### src/rtl/seg_scan_ctrl.sv
// Seven-segment sequencer for the switch-adder board: synchronises and snapshots
// the operands, converts A, B and A+B to BCD serially, and scans all 8 digits.
module seg_scan_ctrl #(
    parameter int SCAN_DIV = 100000
) (
    input  logic       clk,
    input  logic       rst_n,
    input  logic [9:0] op_a,
    input  logic [5:0] op_b,
    output logic [6:0] seg,
    output logic       dp,
    output logic [7:0] an,
    output logic       busy,
    output logic       conv_done
);

    localparam int              CNT_W   = $clog2(SCAN_DIV);
    localparam logic [CNT_W-1:0] CNT_MAX = CNT_W'(SCAN_DIV - 1);
    localparam logic [6:0]      SEG_DASH  = 7'b011_1111;
    localparam logic [6:0]      SEG_BLANK = 7'h7F;

    typedef enum logic [2:0] {
        IDLE,
        LOAD,
        CONV_A,
        CONV_B,
        CONV_S,
        COMMIT
    } state_t;

    logic [9:0]  aMeta_q, aSync_q;
    logic [5:0]  bMeta_q, bSync_q;

    state_t      state_q;
    logic [15:0] snap_q;
    logic        snapValid_q;
    logic [10:0] sum_q;
    logic [15:0] bcd_q;
    logic [10:0] bin_q;
    logic [3:0]  bitCnt_q;
    logic [15:0] tmpA_q, tmpS_q;
    logic [7:0]  tmpB_q;
    logic [15:0] dispA_q, dispS_q;
    logic [7:0]  dispB_q;
    logic        busy_q, convDone_q;

    logic [CNT_W-1:0] scanCnt_q;
    logic [2:0]  digitIdx_q;
    logic [7:0]  an_q;
    logic [6:0]  seg_q;
    logic        dp_q;

    logic [15:0] bcdAdj;
    logic [15:0] bcdShift_d;
    logic [10:0] binShift_d;
    logic [2:0]  nextIdx_d;
    logic [7:0]  anNext_d;
    logic [6:0]  segNext_d;
    logic        dpNext_d;
    logic [3:0]  nibble;
    logic        dash;

    function automatic logic [6:0] decode(input logic [3:0] d);
        case (d)
            4'd0:    decode = 7'b100_0000;
            4'd1:    decode = 7'b111_1001;
            4'd2:    decode = 7'b010_0100;
            4'd3:    decode = 7'b011_0000;
            4'd4:    decode = 7'b001_1001;
            4'd5:    decode = 7'b001_0010;
            4'd6:    decode = 7'b000_0010;
            4'd7:    decode = 7'b111_1000;
            4'd8:    decode = 7'b000_0000;
            4'd9:    decode = 7'b001_0000;
            default: decode = SEG_BLANK;
        endcase
    endfunction

    always_ff @(posedge clk or negedge rst_n) begin
        if (!rst_n) begin
            aMeta_q <= '0;
            aSync_q <= '0;
            bMeta_q <= '0;
            bSync_q <= '0;
        end else begin
            aMeta_q <= op_a;
            aSync_q <= aMeta_q;
            bMeta_q <= op_b;
            bSync_q <= bMeta_q;
        end
    end

    // One double-dabble step: add 3 to every nibble >= 5, then shift in the next binary MSB.
    always_comb begin
        bcdAdj = bcd_q;
        for (int i = 0; i < 4; i++) begin
            if (bcd_q[4*i +: 4] >= 4'd5) begin
                bcdAdj[4*i +: 4] = bcd_q[4*i +: 4] + 4'd3;
            end
        end
        bcdShift_d = 16'({bcdAdj, bin_q[10]});
        binShift_d = {bin_q[9:0], 1'b0};
    end

    always_ff @(posedge clk or negedge rst_n) begin
        if (!rst_n) begin
            state_q     <= IDLE;
            snap_q      <= '0;
            snapValid_q <= 1'b0;
            sum_q       <= '0;
            bcd_q       <= '0;
            bin_q       <= '0;
            bitCnt_q    <= '0;
            tmpA_q      <= '0;
            tmpB_q      <= '0;
            tmpS_q      <= '0;
            dispA_q     <= '0;
            dispB_q     <= '0;
            dispS_q     <= '0;
            busy_q      <= 1'b0;
            convDone_q  <= 1'b0;
        end else begin
            case (state_q)
                IDLE: begin
                    if (!snapValid_q || ({aSync_q, bSync_q} != snap_q)) begin
                        state_q <= LOAD;
                        busy_q  <= 1'b1;
                    end
                end
                LOAD: begin
                    snap_q   <= {aSync_q, bSync_q};
                    sum_q    <= {1'b0, aSync_q} + {5'b0, bSync_q};
                    bcd_q    <= '0;
                    bin_q    <= {aSync_q, 1'b0};
                    bitCnt_q <= '0;
                    state_q  <= CONV_A;
                end
                CONV_A: begin
                    bcd_q    <= bcdShift_d;
                    bin_q    <= binShift_d;
                    bitCnt_q <= bitCnt_q + 4'd1;
                    if (bitCnt_q == 4'd9) begin
                        tmpA_q   <= bcdShift_d;
                        bcd_q    <= '0;
                        bin_q    <= {snap_q[5:0], 5'b0};
                        bitCnt_q <= '0;
                        state_q  <= CONV_B;
                    end
                end
                CONV_B: begin
                    bcd_q    <= bcdShift_d;
                    bin_q    <= binShift_d;
                    bitCnt_q <= bitCnt_q + 4'd1;
                    if (bitCnt_q == 4'd5) begin
                        tmpB_q   <= bcdShift_d[7:0];
                        bcd_q    <= '0;
                        bin_q    <= sum_q;
                        bitCnt_q <= '0;
                        state_q  <= CONV_S;
                    end
                end
                CONV_S: begin
                    bcd_q    <= bcdShift_d;
                    bin_q    <= binShift_d;
                    bitCnt_q <= bitCnt_q + 4'd1;
                    if (bitCnt_q == 4'd10) begin
                        tmpS_q     <= bcdShift_d;
                        convDone_q <= 1'b1;
                        state_q    <= COMMIT;
                    end
                end
                COMMIT: begin
                    dispA_q     <= tmpA_q;
                    dispB_q     <= tmpB_q;
                    dispS_q     <= tmpS_q;
                    snapValid_q <= 1'b1;
                    convDone_q  <= 1'b0;
                    busy_q      <= 1'b0;
                    state_q     <= IDLE;
                end
                default: state_q <= IDLE;
            endcase
        end
    end

    // Segment pattern for the digit that becomes active on the next wrap.
    always_comb begin
        nextIdx_d = 3'(digitIdx_q + 3'd1);
        anNext_d  = ~(8'h80 >> nextIdx_d);
        dpNext_d  = !((nextIdx_d == 3'd2) || (nextIdx_d == 3'd4));
        nibble    = 4'd0;
        dash      = 1'b0;
        case (nextIdx_d)
            3'd0: begin nibble = dispA_q[11:8]; dash = (dispA_q[15:12] != 4'd0); end
            3'd1: begin nibble = dispA_q[7:4];  dash = (dispA_q[15:12] != 4'd0); end
            3'd2: begin nibble = dispA_q[3:0];  dash = (dispA_q[15:12] != 4'd0); end
            3'd3: nibble = dispB_q[7:4];
            3'd4: nibble = dispB_q[3:0];
            3'd5: begin nibble = dispS_q[11:8]; dash = (dispS_q[15:12] != 4'd0); end
            3'd6: begin nibble = dispS_q[7:4];  dash = (dispS_q[15:12] != 4'd0); end
            default: begin nibble = dispS_q[3:0]; dash = (dispS_q[15:12] != 4'd0); end
        endcase
        segNext_d = dash ? SEG_DASH : decode(nibble);
    end

    always_ff @(posedge clk or negedge rst_n) begin
        if (!rst_n) begin
            scanCnt_q  <= '0;
            digitIdx_q <= '0;
            an_q       <= 8'hFF;
            seg_q      <= SEG_BLANK;
            dp_q       <= 1'b1;
        end else if (scanCnt_q == CNT_MAX) begin
            scanCnt_q  <= '0;
            digitIdx_q <= nextIdx_d;
            an_q       <= anNext_d;
            seg_q      <= segNext_d;
            dp_q       <= dpNext_d;
        end else begin
            scanCnt_q <= scanCnt_q + 1'b1;
        end
    end

    assign seg       = seg_q;
    assign dp        = dp_q;
    assign an        = an_q;
    assign busy      = busy_q;
    assign conv_done = convDone_q;

endmodule

### config.mk
export PLATFORM = sky130hd
export DESIGN_NAME = seg_scan_ctrl
export DESIGN_NICKNAME = d
export VERILOG_FILES = /design/src/rtl/seg_scan_ctrl.sv
export SDC_FILE = /design/constraint.sdc
export NUM_CORES = 1
export LEC_CHECK = 0
export CAP_MARGIN = 20
export CORE_MARGIN = 2
export CORE_UTILIZATION = 60
export CTS_CLUSTER_DIAMETER = 100
export CTS_CLUSTER_SIZE = 28
export DETAILED_ROUTE_END_ITERATION = 16
export GPL_TIMING_DRIVEN = 0
export PLACE_DENSITY_LB_ADDON = 0.1
export SYNTH_ARGS = -nofsm -noshare
export SYNTH_HDL_FRONTEND = slang
export SYNTH_SLANG_ARGS = --single-unit
### constraint.sdc
create_clock -name clk -period 3.6 [get_ports clk]
set_input_delay 0.36 -clock clk [delete_from_list [all_inputs] [get_ports clk]]
set_output_delay 0.36 -clock clk [all_outputs]
set_load 0.05 [all_outputs]
==> flow_summary_export.csv <==
group,metric,value,unit
placement,port_buffers,35,
cts,clkTransAtPathRegs,0.11,ns
cts,cts_tree,"done",
sta,fin_skew,0.0222,ns
synthesis,ys_warn_count,0,
sta,slew_headroom,39.2,%
sta,slew_viol_final,0,
cts,cts.htree.levels,1,
synthesis,synthMuxAreaShare,8.04,%
global_routing,grt_pass1_wl,31700,um
sta,fin_tns_setup,0,ns
outcome,violations,"hold timing",
synthesis,synthSimpleGateAreaFrac,13.1,%
synthesis,synthXorXnorAreaFrac,4.40,%
route,final_antenna_net_count,0,
final_layout,nets,922,
floorplan,io_pins,36,
placement,place_congestion,0.860,
synthesis,ys_ff_latch,212,
sta,finalWorstSetupSlack,0.867,ns
global_routing,track_usage,23.8,%
cts,clk_path_buf_depth,3,
sta,rsz0062_at_grt,"false",
worst_setup_path,cp.required,3.99,ns
outcome,status,"finished with violations",
sta,final_hold_viol_count,27,
placement,dpl_worst_slack,0.919,ns
sta,setup_viol,0,
synthesis,synth_top_family_by_area,"simple AND/OR/NAND/NOR gates",
cts,cts_hold_buffers,0,
global_routing,grt_pass1_vias,6408,
route,drc,0,
synthesis,synthFlopType,"dfrtp_1",
floorplan,design.core.area,15200,um^2
global_routing,gr-total-overflow,0,
final_layout,area_growth,9.90,%
final_layout,diodes,0,
synthesis,async_flop_share,100,%
synthesis,synth.avg_cell_area,11.2,um^2
route,via_count,6274,
synthesis,yosysSeqAreaShare,57.2,%
synthesis,synth-adder-area-share,3.44,%
cts,cts_resized,0,
run,cap_violations,0,
synthesis,syn_inst,830,
synthesis,yosysTopAreaCell,"dfrtp_1",
sta,whs,-0.0558,ns
floorplan,die_y,129,um
placement,hpwl,13500,um
synthesis,synth.area.top_cells,"dfrtp_1, mux2_2, nand2_1",
power,peakVddDrop,0.553,mV
route,drt-initial-drc-count,395,
cts,cts_made_buffers,11,
route,finalWirelength,18900,um
sta,period_minus_slack,2.73,ns
synthesis,syn_nets,873,
global_routing,antenna_found_initial,0,
hold_path,min_path_type,"in -> async",
sta,max_slew.worst_pin.slew,0.912,ns
synthesis,ys_types,64,
sta,period_share,75.9,%
cts,post_cts_buffers,0,
cts,cts_sinks,212,
floorplan,fp-row-count,45,
cts,cts_root_buf,"clkbuf_16",
floorplan,die_width,129,um
worst_setup_path,crit_path_start_kind,"flop",
route,dr.pass1.iters,6,
route,vias_per_cell,5.87,
worst_setup_path,cp-end-kind,"flop",
cts,clk_latency,0.46,ns
route,wire_per_inst,17.7,um
power,p_leak,4.57,nW
power,powerDensity,577,nW/um^2
final_layout,drive_above_1_share,13.1,%
worst_setup_path,worstSetupPathType,"reg -> reg",
synthesis,synth_compound_area_share,10.9,%
synthesis,yosys.area.top_type_share,52.7,%
worst_setup_path,cp_max_fo,10,
synthesis,synth_enable_flop_cells,0,
floorplan,die-area,16500,um^2
global_routing,grt_max_degree,126,
sta,fmax,366,MHz
worst_setup_path,cp.arrival,3.12,ns
final_layout,nFillCells,1145,
synthesis,syn_area,9300,um^2
floorplan,initial_core_util,61.2,%
==> cells in the final DEF (no fill, tap or decap), types with 2 or more instances in the layout <==
cell type and instances:
nor4_1 2, buf_1 2, or3_1 3, nand3_1 18, nor2_1 46, clkbuf_1 30
nand3b_1 3, o21ai_0 42, a31oi_1 9, a222oi_1 4, or2_2 2, a22o_1 9
o22ai_1 2, inv_1 27, xnor2_1 33, ha_1 24, and3_1 2, dfrtp_1 196
a211oi_1 8, nor2b_1 4, nand4_1 10, dfstp_2 16, o22a_1 3, clkdlybuf4s50_1 34
nand2b_1 8, buf_4 2, buf_2 7, a21o_1 5, nand2_1 132, a22oi_1 13
clkbuf_16 11, and4_1 2, mux2i_1 5, nor3_1 7, xor2_1 10, nor3b_1 11
a21oi_1 46, mux2_2 62
==> routing by layer <==
| metal | track usage (%) | vias to the layer above | part of all wire, % |
|---|---|---|---|
| met3 | 2.58 | 34 | 2.9 |
| li1 | - | 2941 | - |
| met4 | 7.10 | 0 | 2.3 |
| met2 | 43.2 | 139 | 52 |
| met5 | 0 | - | 0 |
| met1 | 30.5 | 3160 | 42 |
==> synthesized netlist by cell type (2+ instances only) <==
| master | number |
|---|---|
| a211oi_1 | 8 |
| a21o_1 | 5 |
| a21oi_1 | 46 |
| a222oi_1 | 4 |
| a22o_1 | 9 |
| a22oi_1 | 13 |
| a31oi_1 | 9 |
| and3_1 | 2 |
| and4_1 | 2 |
| buf_1 | 2 |
| buf_2 | 7 |
| buf_4 | 2 |
| clkbuf_1 | 27 |
| dfrtp_1 | 196 |
| dfstp_2 | 16 |
| ha_1 | 24 |
| inv_1 | 27 |
| mux2_2 | 62 |
| mux2i_1 | 5 |
| nand2_1 | 132 |
| nand2b_1 | 8 |
| nand3_1 | 18 |
| nand3b_1 | 3 |
| nand4_1 | 10 |
| nor2_1 | 46 |
| nor2b_1 | 4 |
| nor3_1 | 7 |
| nor3b_1 | 11 |
| nor4_1 | 2 |
| o21ai_0 | 42 |
| o22a_1 | 3 |
| o22ai_1 | 2 |
| or2_2 | 2 |
| or3_1 | 3 |
| xnor2_1 | 33 |
| xor2_1 | 10 |
==> worst max-delay path, stage by stage, from the launching register on <==
cell and delay (ns):
dfrtp_1 0.45, inv_1 0.13, ha_1 0.21, clkbuf_1 0.44, a22oi_1 0.17, mux2_2 0.32
a31oi_4 0.25, ha_1 0.21, nand2b_1 0.06, and3_1 0.18, o32ai_2 0.23
==> cell families (layout without fill, tap and decap cells) <==
group / Yosys count / after routing
AO/OA/AOI/OAI: 154 / 154
XOR/XNOR: 45 / 45
adder cells (fa/ha/maj): 25 / 25
buffers and inverters: 66 / 117
flip-flops: 212 / 212
multiplexers: 67 / 67
AND/OR/NAND/NOR: 261 / 261
==> power breakdown <==
group	leakage [nW]	switching, mW	internal [mW]
clock	0.146	0.744	0.575
combinational	1.81	0.810	0.631
sequential	2.61	0.299	2.84
total	4.57	1.85	4.04
==> metrics by stage <==
stage               instance area, um^2  util [%]  std cells  total power, mW
floorplan                          9300         -        830             4.14
global placement                   9890      65.1       1053             4.54
detailed placement                 9920      65.3       1054             4.62
CTS                               10200      67.3       1069             5.92
global route                      10200      67.3       1069             6.23
finish                            10200      67.3       1069             5.90
==> final timing paths <==
kind	from	slack (ns)	endpoint	cells after the start
min reg2reg	aMeta_q[1]	0.34	aSync_q[1]	0
min	rst_n	-0.06	scanCnt_q[13]	1
min in group clk	op_a[3]	0.33	aMeta_q[3]	1
max	digitIdx_q[0]	0.87	seg[6]	10
max in group asynchronous	rst_n	2.72	bSync_q[0]	2
max reg2reg	digitIdx_q[0]	0.87	seg[6]	10
==> area by class of cell <==
cell class	count	area, um^2	area share [%]
well taps	188	235	2.30
repair buffers	36	383	3.74
flip-flops and latches	212	5330	52.1
clock inverters	1	16.3	0.159
clock buffers	14	287	2.80
inverters	27	101	0.991
multi-input cells	552	3710	36.3
plain buffers	39	170	1.66
==> registers in the layout, summed over array words and instances, names as in the netlist, 10 cells and up <==
| signal | count |
|---|---|
| aMeta_q | 10 |
| scanCnt_q | 17 |
| tmpS_q | 16 |
| bin_q | 11 |
| snap_q | 16 |
| dispS_q | 16 |
| sum_q | 11 |
| tmpA_q | 16 |
| aSync_q | 10 |
| dispA_q | 16 |
| bcd_q | 16 |
Note: power is estimated with default switching activity, not from simulation.
